**src/rtl/button_conditioner.sv**
```systemverilog
// Per-channel synchroniser, debouncer and press-pulse generator
// for the mole push-buttons feeding the board controller.
module button_conditioner #(
  parameter int N_BUTTONS       = 5,
  parameter int DEBOUNCE_CYCLES = 1_000_000,
  parameter int CNT_W           = 20
) (
  input  logic                 clk,
  input  logic                 rst,
  input  logic                 enable,
  input  logic [N_BUTTONS-1:0] button_raw,
  output logic [N_BUTTONS-1:0] button,
  output logic [N_BUTTONS-1:0] button_level
);

  localparam logic [CNT_W-1:0] CNT_MAX = CNT_W'(DEBOUNCE_CYCLES - 1);

  logic [N_BUTTONS-1:0] s1_q, s2_q;
  logic [N_BUTTONS-1:0] level_q, level_d;
  logic [N_BUTTONS-1:0] pulse_q, pulse_d;
  logic [CNT_W-1:0]     cnt_q [N_BUTTONS];
  logic [CNT_W-1:0]     cnt_d [N_BUTTONS];

  // Any return to the accepted level discards the partial count.
  always_comb begin
    level_d = level_q;
    pulse_d = '0;
    for (int i = 0; i < N_BUTTONS; i++) begin
      cnt_d[i] = '0;
      if (s2_q[i] != level_q[i]) begin
        if (cnt_q[i] == CNT_MAX) begin
          level_d[i] = s2_q[i];
          pulse_d[i] = enable & s2_q[i];
        end else begin
          cnt_d[i] = cnt_q[i] + CNT_W'(1);
        end
      end
    end
  end

  always_ff @(posedge clk) begin
    if (rst) begin
      s1_q    <= '0;
      s2_q    <= '0;
      level_q <= '0;
      pulse_q <= '0;
      for (int i = 0; i < N_BUTTONS; i++) begin
        cnt_q[i] <= '0;
      end
    end else begin
      s1_q    <= button_raw;
      s2_q    <= s1_q;
      level_q <= level_d;
      pulse_q <= pulse_d;
      for (int i = 0; i < N_BUTTONS; i++) begin
        cnt_q[i] <= cnt_d[i];
      end
    end
  end

  assign button       = pulse_q;
  assign button_level = level_q;

endmodule

```
**config.mk**
```make
export PLATFORM = sky130hd
export DESIGN_NAME = button_conditioner
export DESIGN_NICKNAME = d
export VERILOG_FILES = /design/src/rtl/button_conditioner.sv
export SDC_FILE = /design/constraint.sdc
export NUM_CORES = 1
export LEC_CHECK = 0
export ABC_CLOCK_PERIOD_IN_PS = 2470
export BUFFER_PORTS_ARGS = -buffer_cell sky130_fd_sc_hd__buf_2
export CAP_MARGIN = 0
export CORE_MARGIN = 10
export CORE_UTILIZATION = 45
export DETAILED_ROUTE_END_ITERATION = 16
export PLACE_DENSITY = 0.68
export SYNTH_ARGS = -nofsm -noshare
export SYNTH_HDL_FRONTEND = slang
export SYNTH_SLANG_ARGS = --single-unit
```
**constraint.sdc**
```tcl
create_clock -name clk -period 2.47 [get_ports clk]
set_input_delay 0.3705 -clock clk [delete_from_list [all_inputs] [get_ports clk]]
set_output_delay 0.3705 -clock clk [all_outputs]
set_load 0.01 [all_outputs]
```
==> results.yml <==
layout:
  nets: 632
  fill_cells: 1045
  multiInputGateArea_sq_um: 2660
  register_area_sq_um: 2400
  drive_gt1_frac: 0.101
  finish.utilization: 0.531
  antennaDiodeCount: 0
  syn2layout_area_growth_pct: 15.8
critical_path:
  worstSetupStartpointType: "register"
  worstPathRequired_ns: 2.74
  end_kind: "register"
  crit_fanout: 19
  critPathKind: "register to register"
  cp.arrival_ns: 2.37
place:
  place.port_buffers: 17
  gp_congestion: 0.821
  dp_hpwl_microns: 7060
  place_ws_ns: 0.364
timing:
  slew_violations: 0
  rsz0062_at_grt: "no"
  period_share: 0.850
  final.setup.tns_ns: 0
  hold_viol: 0
  fmax_mhz: 476
  worst_pin_slew_ns: 0.511
  setup_viol: 0
  finClkSkew_ns: 0.00778
  fin_ws_ns: 0.369
  slew_headroom: 0.656
  period_minus_slack_ns: 2.10
route:
  drt-vias-per-instance: 5.51
  wl_met2_microns: 4940
  dr_wl_met3_microns: 440
  highest_layer: "met4"
  vias: 4270
  first_pass_iters: 4
  drc: 0
  drt_iter0_markers: 307
  met1_length_microns: 4870
  final_antenna_net_count: 0
  wl_per_cell_microns: 13.4
  routed_wl_microns: 10400
pwr:
  switchingPower_mw: 0.893
  p_clk_frac: 0.555
  swShare: 0.199
  pwr-share-comb: 0.010
  power_density_nw_per_um2: 743
  ir_drop_mv: 0.635
  power.internal_mw: 3.60
  seqPwrFrac: 0.435
  leakage_nw: 1.88
global_route:
  grt_max_degree: 23
  antenna_found_initial: 0
  grt_pass1_vias: 4037
  grt_pass1_wl_microns: 18000
  grt_overflow: 0
  track_usage: 0.132
synthesis:
  post-synth-top-count-cell: "dfxtp_1"
  yosys.area.top_type: "dfxtp_1"
  synth_area_sq_um: 5220
  synth_top_area_frac: 0.461
  yosys-top-cells-area: "dfxtp_1 (46%), nor2_1 (5.4%), xor2_1 (5.2%)"
  synthTopCellsByCount: "dfxtp_1 (120), nor2_1 (75), a21oi_1 (40)"
  synthCells: 595
  synth_seq_area_share: 0.461
  syn-num-nets: 608
  syn_area_per_cell_sq_um: 8.76
  synthArstFlopShare: 0
  yosys_most_used_dff: "dfxtp_1"
  ys_warn_count: 0
  synth_edf_count: 0
  synthDistinctLibCells: 39
  ys_ff_latch: 120
clock_network:
  clock-sinks: 120
  clk_latency_ns: 0.40
  cts_buffers: 17
  postCtsSetupBuffers: 0
  cts_max_level: 4
  cts-resized-gates: 0
  cts_tree: "yes"
  ctsHoldBuffers: 0
  clk_path_buf_depth: 2
  cts_root_buffer: "clkbuf_16"
  clk_pin_slew_ns: 0.06
floorplanning:
  pin_count: 18
  rows: 39
  die_area_sq_um: 16300
  fp.dieW_microns: 128
  core-area_sq_um: 11400
  die_y_microns: 128
  start_util: 0.459
worst_hold_path:
  hold_path.class: "input pin to register"
job:
  maxCapViolCount: 0
status:
  status: "finished clean"
[cells by family (layout without fill, tap and decap cells)]
| family | count (synthesis) | count (layout) | synth area share |
|---|---|---|---|
| xor gates and xnor gates | 59 | 59 | 0.0991 |
| buffers and inverters | 38 | 75 | 0.0302 |
| and+or+nand+nor | 288 | 288 | 0.308 |
| AOI/OAI and AO/OA | 85 | 85 | 0.0905 |
| DFF | 120 | 120 | 0.461 |
| adders and majority gates | 5 | 5 | 0.0120 |
[worst paths after layout]
check,start,endpoint,slack (ns),depth (start not counted)
hold / removal,button_raw[1],s1_q[1],0.18,2
setup reg to reg,cnt_q[0][13],cnt_q[0][3],0.37,4
hold reg to reg,s1_q[4],s2_q[4],0.44,1
setup / recovery,cnt_q[0][13],cnt_q[0][3],0.37,4
[layout make-up]
type	count	area share
clock buffers	20	0.0756
clock inverters	12	0.0249
inverters	22	0.0137
multi-input cells	437	0.440
flip-flops and latches	120	0.398
well taps	143	0.0296
repair buffers	21	0.0191
[power groups by stage]
stage                     combinational, mW  clock [mW]  sequential [mW]
final                                0.0431        2.49             1.95
after global routing                 0.0492        2.65             1.95
after CTS                            0.0439        2.55             1.95
after detailed placement             0.0437           0             1.99
after global placement               0.0426           0             1.99
after floorplan                      0.0297           0             1.99
[layer usage]
layer  vias up  GRT usage
met2        67      0.215
met3        12     0.0414
li1       2177          -
met1      2014      0.156
met5         -          0
met4         0     0.0583
[layout by cell type, fill, tap and decap left out, drive strengths merged, types with 21 or more instances in the layout]
cell   netlist  layout
a21oi       40      40
buf          7      21
dfxtp      120     120
inv         22      22
nand2       31      31
nand3       36      36
nand4       22      22
nor2        75      75
o21ai       32      32
or3         24      24
or4         23      23
xnor2       28      28
xor2        31      31
[through the flow]
| stage | power, mW | instance area [sq um] | cells | hold WS (ns) |
|---|---|---|---|---|
| after floorplan | 2.02 | 5220 | 595 | 0.414 |
| after global placement | 2.04 | 5430 | 743 | 0.420 |
| after detailed placement | 2.04 | 5430 | 743 | 0.430 |
| after CTS | 4.55 | 6040 | 775 | 0.169 |
| after global routing | 4.65 | 6040 | 775 | 0.188 |
| final | 4.49 | 6040 | 775 | 0.181 |
[critical path: stages, from the launching register on]
cell and delay, ns:
dfxtp_1 0.32, or4_1 0.55, or4_4 0.55, o21ai_4 0.43
nor2_1 0.11
[registers in the layout (all words and copies together) (netlist names)]
register	cells
button	5
cnt_q	100
button_level	5
s2_q	5
s1_q	5
No activity file was read; power rests on OpenSTA's default activity.
